===== src/rtl/seg7_pkg.sv =====
`default_nettype none
// ============================================================================
// Module   : seg7_pkg
// Purpose  : Shared definitions for the seven-segment display path. It holds
//            the legal segment patterns {a,b,c,d,e,f,g} (the encoder uses the
//            same table), the scan-decoder FSM state type and the nibble value
//            reported for an illegal pattern.
// Revision : 1.0 - initial release
// ============================================================================
package seg7_pkg;

    // Segment patterns ordered {a,b,c,d,e,f,g}, where 1 = lit.
    localparam logic [6:0] c_seg_0 = 7'b1111110;
    localparam logic [6:0] c_seg_1 = 7'b0110000;
    localparam logic [6:0] c_seg_2 = 7'b1101101;
    localparam logic [6:0] c_seg_3 = 7'b1111001;
    localparam logic [6:0] c_seg_4 = 7'b0110011;
    localparam logic [6:0] c_seg_5 = 7'b1011011;
    localparam logic [6:0] c_seg_6 = 7'b1011111;
    localparam logic [6:0] c_seg_7 = 7'b1110000;
    localparam logic [6:0] c_seg_8 = 7'b1111111;
    localparam logic [6:0] c_seg_9 = 7'b1111011;

    // Nibble reported for any pattern outside the table above.
    localparam logic [3:0] ERR_NIBBLE = 4'hF;

    typedef enum logic [1:0] {
        IDLE    = 2'd0,
        COLLECT = 2'd1,
        PUBLISH = 2'd2
    } seg7_state_e;

endpackage : seg7_pkg
`default_nettype wire


===== src/rtl/seg7_pattern_decode.sv =====
`default_nettype none
// ============================================================================
// Module   : seg7_pattern_decode
// Purpose  : Combinational inverse of the BCD-to-7-segment encoder. It maps
//            a segment pattern back to its BCD digit and flags patterns that
//            the encoder can never produce.
// Ports    : i_seg    [6:0] segment pattern {a..g}, 1 = lit
//            o_nibble [3:0] decoded digit, ERR_NIBBLE when illegal
//            o_err          1 when the pattern is illegal
// Revision : 1.0 - initial release
// ============================================================================
module seg7_pattern_decode
    import seg7_pkg::*;
(
    input  logic [6:0] i_seg,
    output logic [3:0] o_nibble,
    output logic       o_err
);

    always_comb begin
        o_nibble = ERR_NIBBLE;
        o_err    = 1'b1;
        case (i_seg)
            c_seg_0: begin o_nibble = 4'd0; o_err = 1'b0; end
            c_seg_1: begin o_nibble = 4'd1; o_err = 1'b0; end
            c_seg_2: begin o_nibble = 4'd2; o_err = 1'b0; end
            c_seg_3: begin o_nibble = 4'd3; o_err = 1'b0; end
            c_seg_4: begin o_nibble = 4'd4; o_err = 1'b0; end
            c_seg_5: begin o_nibble = 4'd5; o_err = 1'b0; end
            c_seg_6: begin o_nibble = 4'd6; o_err = 1'b0; end
            c_seg_7: begin o_nibble = 4'd7; o_err = 1'b0; end
            c_seg_8: begin o_nibble = 4'd8; o_err = 1'b0; end
            c_seg_9: begin o_nibble = 4'd9; o_err = 1'b0; end
            default: begin o_nibble = ERR_NIBBLE; o_err = 1'b1; end
        endcase
    end

endmodule : seg7_pattern_decode
`default_nettype wire


===== src/rtl/seg7_scan_decoder.sv =====
`default_nettype none
// ============================================================================
// Module   : seg7_scan_decoder
// Purpose  : Samples a multiplexed seven-segment bus with one-hot digit
//            enables, debounces each strobed digit, decodes it back to BCD and
//            publishes the complete frame with a one-cycle valid pulse.
//            Partial frames that stall are discarded after TIMEOUT cycles.
// Ports    : clk                    rising-edge clock
//            reset                  asynchronous active-high reset
//            seg       [6:0]        segment lines {a..g}, 1 = lit
//            dig_en    [DIGITS-1:0] one-hot digit enables, bit 0 = rightmost
//            bcd_out   [4*DIGITS-1:0] published frame, nibble i = position i
//            digit_err [DIGITS-1:0] illegal-pattern flags of published frame
//            frame_valid            one-cycle pulse, frame outputs updated
//            frame_timeout          one-cycle pulse, partial frame dropped
// Revision : 1.0 - initial release
// ============================================================================
module seg7_scan_decoder
    import seg7_pkg::*;
#(
    parameter int DIGITS        = 4,
    parameter int STABLE_CYCLES = 3,
    parameter int TIMEOUT       = 1024
) (
    input  logic                  clk,
    input  logic                  reset,
    input  logic [6:0]            seg,
    input  logic [DIGITS-1:0]     dig_en,
    output logic [4*DIGITS-1:0]   bcd_out,
    output logic [DIGITS-1:0]     digit_err,
    output logic                  frame_valid,
    output logic                  frame_timeout
);

    localparam int          IDLE_W        = $clog2(TIMEOUT + 1);
    localparam logic [3:0]  c_stable      = 4'(STABLE_CYCLES);
    localparam logic [3:0]  c_stable_last = 4'(STABLE_CYCLES - 1);
    localparam logic [IDLE_W-1:0] c_idle_last = IDLE_W'(TIMEOUT - 1);

    logic [DIGITS+6:0]    r_s1;
    logic [3:0]           r_cnt;
    logic [DIGITS-1:0]    r_mask;
    logic [4*DIGITS-1:0]  r_shadow;
    logic [DIGITS-1:0]    r_shadow_err;
    logic [IDLE_W-1:0]    r_idle_cnt;
    seg7_state_e          r_state;

    seg7_state_e          w_state_next;
    logic [DIGITS-1:0]    w_mask_next;
    logic [DIGITS-1:0]    w_dig;
    logic [6:0]           w_seg;
    logic                 w_sample_change;
    logic                 w_accept;
    logic                 w_capture;
    logic [DIGITS-1:0]    w_capture_mask;
    logic [3:0]           w_nibble;
    logic                 w_err;
    logic                 w_publish;
    logic                 w_timeout;

    assign w_dig = r_s1[DIGITS+6:7];
    assign w_seg = r_s1[6:0];

    // The counter reaches STABLE_CYCLES on the same edge that sees the
    // sample register unchanged while holding STABLE_CYCLES-1, so the capture
    // uses the already-stable contents of r_s1 on that edge.
    assign w_sample_change = ({dig_en, seg} != r_s1);
    assign w_accept        = !w_sample_change && (r_cnt == c_stable_last);
    assign w_capture       = w_accept && $onehot(w_dig);
    assign w_capture_mask  = w_capture ? w_dig : '0;

    seg7_pattern_decode u_decode (
        .i_seg    (w_seg),
        .o_nibble (w_nibble),
        .o_err    (w_err)
    );

    // Sample register and debounce counter
    always_ff @(posedge clk or posedge reset) begin
        if (reset) begin
            r_s1  <= '0;
            r_cnt <= 4'd0;
        end else begin
            r_s1 <= {dig_en, seg};
            if (w_sample_change) begin
                r_cnt <= 4'd1;
            end else if (r_cnt != c_stable) begin
                r_cnt <= r_cnt + 4'd1;
            end
        end
    end

    // Shadow frame; a repeated capture of a position simply overwrites it.
    always_ff @(posedge clk or posedge reset) begin
        if (reset) begin
            r_shadow     <= '0;
            r_shadow_err <= '0;
        end else begin
            for (int i = 0; i < DIGITS; i++) begin
                if (w_capture && w_dig[i]) begin
                    r_shadow[4*i +: 4] <= w_nibble;
                    r_shadow_err[i]    <= w_err;
                end
            end
        end
    end

    // Idle counter only runs while a partial frame is being collected;
    // ignored (non-one-hot) acceptances do not restart it.
    always_ff @(posedge clk or posedge reset) begin
        if (reset) begin
            r_idle_cnt <= '0;
        end else if (w_capture || (r_state != COLLECT)) begin
            r_idle_cnt <= '0;
        end else begin
            r_idle_cnt <= r_idle_cnt + 1'b1;
        end
    end

    // FSM state register
    always_ff @(posedge clk or posedge reset) begin
        if (reset) begin
            r_state <= IDLE;
            r_mask  <= '0;
        end else begin
            r_state <= w_state_next;
            r_mask  <= w_mask_next;
        end
    end

    // FSM next-state logic
    always_comb begin
        w_state_next = r_state;
        w_mask_next  = r_mask;
        w_publish    = 1'b0;
        w_timeout    = 1'b0;
        case (r_state)
            IDLE: begin
                w_mask_next = w_capture_mask;
                if (w_capture) begin
                    w_state_next = COLLECT;
                end
            end
            COLLECT: begin
                w_mask_next = r_mask | w_capture_mask;
                if (&r_mask) begin
                    w_state_next = PUBLISH;
                    w_publish    = 1'b1;
                end else if (!w_capture && (r_idle_cnt == c_idle_last)) begin
                    w_state_next = IDLE;
                    w_mask_next  = '0;
                    w_timeout    = 1'b1;
                end
            end
            PUBLISH: begin
                // A capture landing here starts the next frame immediately.
                w_mask_next  = w_capture_mask;
                w_state_next = w_capture ? COLLECT : IDLE;
            end
            default: begin
                w_state_next = IDLE;
                w_mask_next  = '0;
            end
        endcase
    end

    // Frame outputs load on the edge that enters PUBLISH, so frame_valid is
    // high exactly during the PUBLISH cycle and bcd_out changes with it.
    always_ff @(posedge clk or posedge reset) begin
        if (reset) begin
            bcd_out       <= '0;
            digit_err     <= '0;
            frame_valid   <= 1'b0;
            frame_timeout <= 1'b0;
        end else begin
            frame_valid   <= w_publish;
            frame_timeout <= w_timeout;
            if (w_publish) begin
                bcd_out   <= r_shadow;
                digit_err <= r_shadow_err;
            end
        end
    end

endmodule : seg7_scan_decoder
`default_nettype wire


===== config.mk =====
export PLATFORM = sky130hd
export DESIGN_NAME = seg7_scan_decoder
export DESIGN_NICKNAME = d
export VERILOG_FILES = /design/src/rtl/seg7_pkg.sv /design/src/rtl/seg7_pattern_decode.sv /design/src/rtl/seg7_scan_decoder.sv
export SDC_FILE = /design/constraint.sdc
export NUM_CORES = 1
export LEC_CHECK = 0
export CAP_MARGIN = 20
export CORE_ASPECT_RATIO = 1.25
export CORE_MARGIN = 2
export CORE_UTILIZATION = 60
export CTS_CLUSTER_SIZE = 28
export DETAILED_ROUTE_END_ITERATION = 16
export PLACE_DENSITY = 0.84
export SYNTH_ARGS = -nofsm -noshare
export SYNTH_HDL_FRONTEND = slang
export SYNTH_SLANG_ARGS = --single-unit

===== constraint.sdc =====
create_clock -name clk -period 8.06 [get_ports clk]
set_clock_uncertainty 0.05 [all_clocks]
set_input_delay 1.209 -clock clk [delete_from_list [all_inputs] [get_ports clk]]
set_output_delay 1.209 -clock clk [all_outputs]
set_load 0.05 [all_outputs]

Yosys cells after proc, flatten, opt, wreduce, memory -nomap -nowiden
Index checks and enable logic that the tools add are counted.
{ "word_totals": {"ff_bits": 74, "latch_bits": 0, "ram_bits": 0, "rom_bits": 0, "input_bits": 13, "output_inout_bits": 22, "wordCells": 78, "memories": 0} }
{ "classes": {"addsub": 5, "mul": 0, "div_mod_pow": 0, "n_lt_le_gt_ge": 0, "n_eq_ne": 20, "shifts": 0, "mux": 19, "n_bitwise": 1, "reduce_logical": 16} }
{ "op_table": {"columns": ["cell", "count"], "rows": [
  ["== test 7 bit (second input constant)", 8],
  ["case mux 4 bit (10 select lines)", 1],
  ["2-to-1 mux 4 bit", 5],
  ["== test 7 x 6 -> 1 bit (second input constant)", 2],
  ["adder 11 x 1 -> 11 bit (second input constant)", 1],
  ["== test 11 x 10 -> 1 bit (second input constant)", 1],
  ["2-to-1 mux 11 bit", 1],
  ["!= test 11 bit", 1],
  ["OR reduction 10 bit", 1],
  ["case mux 4 bit (2 select lines)", 1],
  ["logical AND 1 bit", 7],
  ["2-to-1 mux 1 bit", 7],
  ["2-to-1 mux 2 bit", 3],
  ["case mux 2 bit (3 select lines)", 1],
  ["adder 1 x 1 -> 2 bit", 2],
  ["adder 4 x 1 -> 4 bit (second input constant)", 1],
  ["== test 4 x 2 -> 1 bit (second input constant)", 1],
  ["!= test 4 x 2 -> 1 bit (second input constant)", 1],
  ["bitwise OR 4 bit", 1],
  ["AND reduction 4 bit", 1],
  ["adder 2 x 2 -> 3 bit", 1],
  ["== test 3 x 1 -> 1 bit (second input constant)", 1],
  ["!= test 3 bit (second input constant)", 1],
  ["== test 2 x 1 -> 1 bit (second input constant)", 1],
  ["other kinds (9)", 10]
]} }

Longest topological paths before layout
{ "depth": {"depth_word": 9, "mapped_depth": 11, "depth_no_buf": 10} }

Modules after synthesis
Synthesis repeated with hierarchy kept, for this count alone.
{ "unflattened": {"hier_cells": 276, "area_unflattened_um2": 3475.8} }
{ "modules_own_cells": {"columns": ["mod", "instances", "cells_each", "area_per_inst_um2", "seq_area_each_um2"], "rows": [
  ["seg7_scan_decoder", 1, 246, 3284.4, 1851.8],
  ["seg7_pattern_decode", 1, 30, 191.4, 0.0]
]} }

Least setup slack after synthesis
Ideal clock, no wire load.
{ "synth_path": {"path_type": "register to register", "startpoint": "reg r_s1[7]", "endpoint": "reg r_shadow[0]", "setup_ns": 0.128, "arrival_time_ns": 2.599, "required_ns": 7.882, "path_slack_ns": 5.284, "path_stages_with_launch": 12, "n_path_buf": 1, "synth_period_minus_slack_ns": 2.776, "path_cell_list": "dfrtp_1 > inv_1 > fa_1 > inv_1 > ha_1 > ha_1 > nor2_1 > nand4_1 > nor4b_4 > and2_1 > buf_4 > mux2_1"} }
{ "synth_between": {"elab_chain_len": 5, "word_cells_on_any_way": 8, "cone_classes": "add/sub: 2; eq/ne: 2; reduce/logical: 4"} }
{ "synth_rtl": {"columns": ["element", "line_no", "text"], "rows": [
  ["start, declared", "seg7_scan_decoder.sv:40", "logic [DIGITS+6:0] r_s1;"],
  ["start signal, assigned", "seg7_scan_decoder.sv:84", "r_s1 <= {dig_en, seg};"],
  ["adder 1 x 1 -> 2 bit (implied by the code) / != test 11 bit (equally long branches)", "seg7_scan_decoder.sv:69, seg7_scan_decoder.sv:67", null],
  ["adder 2 x 2 -> 3 bit (implied by the code) / logical NOT 1 bit (equally long branches)", "seg7_scan_decoder.sv:69, seg7_scan_decoder.sv:68", null],
  ["== test 3 x 1 -> 1 bit / logical AND 1 bit (equally long branches)", "seg7_scan_decoder.sv:69, seg7_scan_decoder.sv:68", null],
  ["logical AND 1 bit", "seg7_scan_decoder.sv:69", "assign w_capture = w_accept && $onehot(w_dig);"],
  ["logical AND 1 bit *", "seg7_scan_decoder.sv:100", "if (w_capture && w_dig[i]) begin"],
  ["end signal, assigned by index", "seg7_scan_decoder.sv:101", "r_shadow[4*i +: 4] <= w_nibble;"],
  ["end, declared", "seg7_scan_decoder.sv:43", "logic [4*DIGITS-1:0] r_shadow;"]
]} }
Every way passes the cells marked *; elsewhere a longest branch is shown, timed or not.
A chain may end at the register's enable or synchronous reset.

Final worst setup path
{ "layout_path": {"startpoint": "reg r_s1[8]", "endpoint": "reg r_shadow[8]"} }
{ "layout_between": {"elab_chain_len": 5, "word_cells_on_any_way": 8, "cone_classes": "add/sub: 2; eq/ne: 2; reduce/logical: 4"} }
{ "layout_rtl": {"columns": ["element", "line_no"], "rows": [
  ["adder 1 x 1 -> 2 bit (implied by the code) / != test 11 bit (equally long branches)", "seg7_scan_decoder.sv:69, seg7_scan_decoder.sv:67"],
  ["adder 2 x 2 -> 3 bit (implied by the code) / logical NOT 1 bit (equally long branches)", "seg7_scan_decoder.sv:69, seg7_scan_decoder.sv:68"],
  ["== test 3 x 1 -> 1 bit / logical AND 1 bit (equally long branches)", "seg7_scan_decoder.sv:69, seg7_scan_decoder.sv:68"],
  ["logical AND 1 bit *", "seg7_scan_decoder.sv:69"],
  ["logical AND 1 bit *", "seg7_scan_decoder.sv:100"]
]} }
Marked as above.

==> impl_metrics.ini <==
[worst_setup_path]
worst-setup-path-type = flop to flop
crit_path_max_fanout = 15
worstPathArrival_ns = 3.67
endpoint_kind = flop
setup.worst_path.start_class = flop
crit_required_ns = 8.24

[synth]
yosysTopAreaCell = dfrtp_1
yosysTopAreaCellShare_pct = 55.9
ys_seq_elements = 74
postSynthCellCount = 285
synthesis.nets = 304
async_flop_share_pct = 100
syn_area_um2 = 3310
synth_flop_cell = dfrtp_1
synth_cell_types = 42
ys_seq_area_share_pct = 55.9
netlist_top_cells_area = dfrtp_1 56%, mux2_2 6.8%, xnor2_1 4.0%, mux2i_1 3.6%, inv_1 2.6%
avgSynthCellArea_um2 = 11.6
synth_edf_count = 0
ys.warnings.count = 0

[placed_design]
place.gp.congestion = 0.802
dp_hpwl_mm = 4.05
port_buffers = 34
dp_slack_ns = 4.29

[cells_and_area]
diodes = 0
fillers = 368
area_growth_pct = 17.3
layout-drive-gt1-share_pct = 13.4
mostFrequentLayoutCell = dfrtp_1
fin_nets = 335
layout_common_cells = 74 x dfrtp_1, 34 x clkdlybuf4s50_1, 22 x inv_1

[floorplanning]
die_w_um = 70.4
start_util_pct = 61.7
fp.dieArea_um2 = 6130
coreArea_um2 = 5370
io_pins = 35
die_h_um = 87.1
rows = 30

[timing]
hold_viol = 0
fin_ws_ns = 4.57
fin_crit_sh_pct = 43.3
worst_pin_slew_ns = 0.900
slew_violations = 0
final.setup.tns_ns = 0
rsz0062_at_grt = no
fmax_mhz = 287
setup_viol = 0
post-route-min-period_ns = 3.49
slew_headroom_pct = 40.0

[power_and_ir_drop]
power_uw = 735
swShare_pct = 23.2
power.leakage_nw = 1.75
pwr-share-seq_pct = 51.8
ir_worst_vdd_uv = 134
clkPwrFrac_pct = 44.0
combPwrFrac_pct = 4.2
p_switching_uw = 170
p_int_uw = 564
power_density_nw_per_um2 = 189

[detailed_routing]
drtAntennaViolNets = 0
drt-wirelength-per-cell_um = 15.3
drt_iter0_drc = 217
wirelength_mm = 5.89
drt_first_pass_iters = 4
drc = 0
via_per_inst = 5.59
vias = 2152

[cts]
tritoncts = yes
clock-root-buffer = clkbuf_8
ctsHoldBuffers = 0
insertion_delay_ns = 0.35
cts_sinks = 74
htree_levels = 3
cts_resized = 0
ctsLongestPathBuffers = 2
cts-buffers-inserted = 9
postCtsSetupBuffers = 0
clkTransAtPathRegs_ns = 0.08

[grt]
grt_overflow_total = 0
grt_pass1_vias = 2181
grt_max_degree = 75
grt_pass1_wl_mm = 10.2
grt_util_all_layers_pct = 21.7
antenna_found_initial = 0

[job]
cap_violations = 0

[run_status]
status = completed

[worst_hold_path]
hp-class = flop to flop
through the flow:
stage                     area (µm²)  cells  utilization (%)  hold slack, ns
after floorplan                 3310    285                -           0.402
after global placement          3660    369             68.2           0.420
after detailed placement        3660    369             68.2           0.421
after CTS                       3880    385             72.4           0.443
after global routing            3880    385             72.4           0.470
final                           3880    385             72.4           0.436
cells in the mapped netlist, types with 3 or more instances:
cell type,number
xor2_1,7
nand2_1,8
xnor2_1,15
buf_2,8
nor3_1,12
a21oi_1,16
and2_1,5
nand2b_1,4
nand4_1,3
mux2_1,4
buf_4,4
inv_1,23
nor2_1,18
mux2i_1,12
a31oi_1,6
dfrtp_1,74
nand3_1,10
ha_1,5
clkbuf_1,3
nand4b_1,3
mux2_2,20
area by class of cell:
type	instances	area [µm²]	share of cell area, %
Sequential cell	74	1850	47.7
Multi-Input combinational cell	172	1280	33.1
Timing Repair Buffer	36	355	9.15
Clock buffer	9	124	3.19
Clock inverter	7	101	2.61
Inverter	23	86.3	2.22
Tap cell	64	80.1	2.06
worst max-delay path: stages (launching register included):
cell     delay, ns
dfrtp_1       0.48
inv_1         0.09
fa_1          0.50
inv_1         0.04
ha_1          0.17
ha_1          0.28
nor2_1        0.14
nand4_1       0.18
nor4b_4       0.72
and2_1        0.37
mux2_1        0.35
cell families after synthesis:
group / synth area share, %
adder cells (fa/ha/maj): 2.49
buffers and inverters: 5.40
AO/OA/AOI/OAI: 5.44
flip-flops: 55.9
AND/OR/NAND/NOR: 13.1
multiplexers: 11.8
XOR/XNOR: 5.82
power by group through the flow:
stage          combinational [mW]  clock [mW]  sequential [mW]
4_1_cts                    0.0318       0.327            0.380
3_5_place_dp               0.0312           0            0.388
3_3_place_gp               0.0304           0            0.388
2_1_floorplan              0.0237           0            0.383
5_1_grt                    0.0357       0.342            0.381
6_report                   0.0311       0.323            0.380
flip-flops by register name, indices dropped and copies added (netlist names):
name           flops
bcd_out           16
digit_err          4
frame_timeout      1
frame_valid        1
r_cnt              4
r_idle_cnt        11
r_mask             4
r_s1              11
r_shadow          16
r_shadow_err       4
r_state            2
final timing paths:
| kind | from | endpoint | slack (ns) | depth (start not counted) |
|---|---|---|---|---|
| worst max-delay path | r_s1[8] | r_shadow[8] | 4.57 | 10 |
| worst min-delay path | r_idle_cnt[0] | r_idle_cnt[0] | 0.44 | 1 |
| worst max register to register | r_s1[8] | r_shadow[8] | 4.57 | 10 |
| worst min register to register | r_idle_cnt[0] | r_idle_cnt[0] | 0.44 | 1 |
| max in group asynchronous | reset | r_cnt[3] | 5.98 | 3 |
| min in group asynchronous | reset | bcd_out[4] | 1.39 | 3 |
routing by layer:
layer | track usage [%] | share of wire [%] | up-vias
met2 | 35.4 | 51 | 35
met5 | 0 | 0 | -
met1 | 27.5 | 44 | 1068
met3 | 3.13 | 2.4 | 11
met4 | 13.1 | 2.3 | 0
li1 | - | - | 1038
Power figures use the tool's default switching activity.
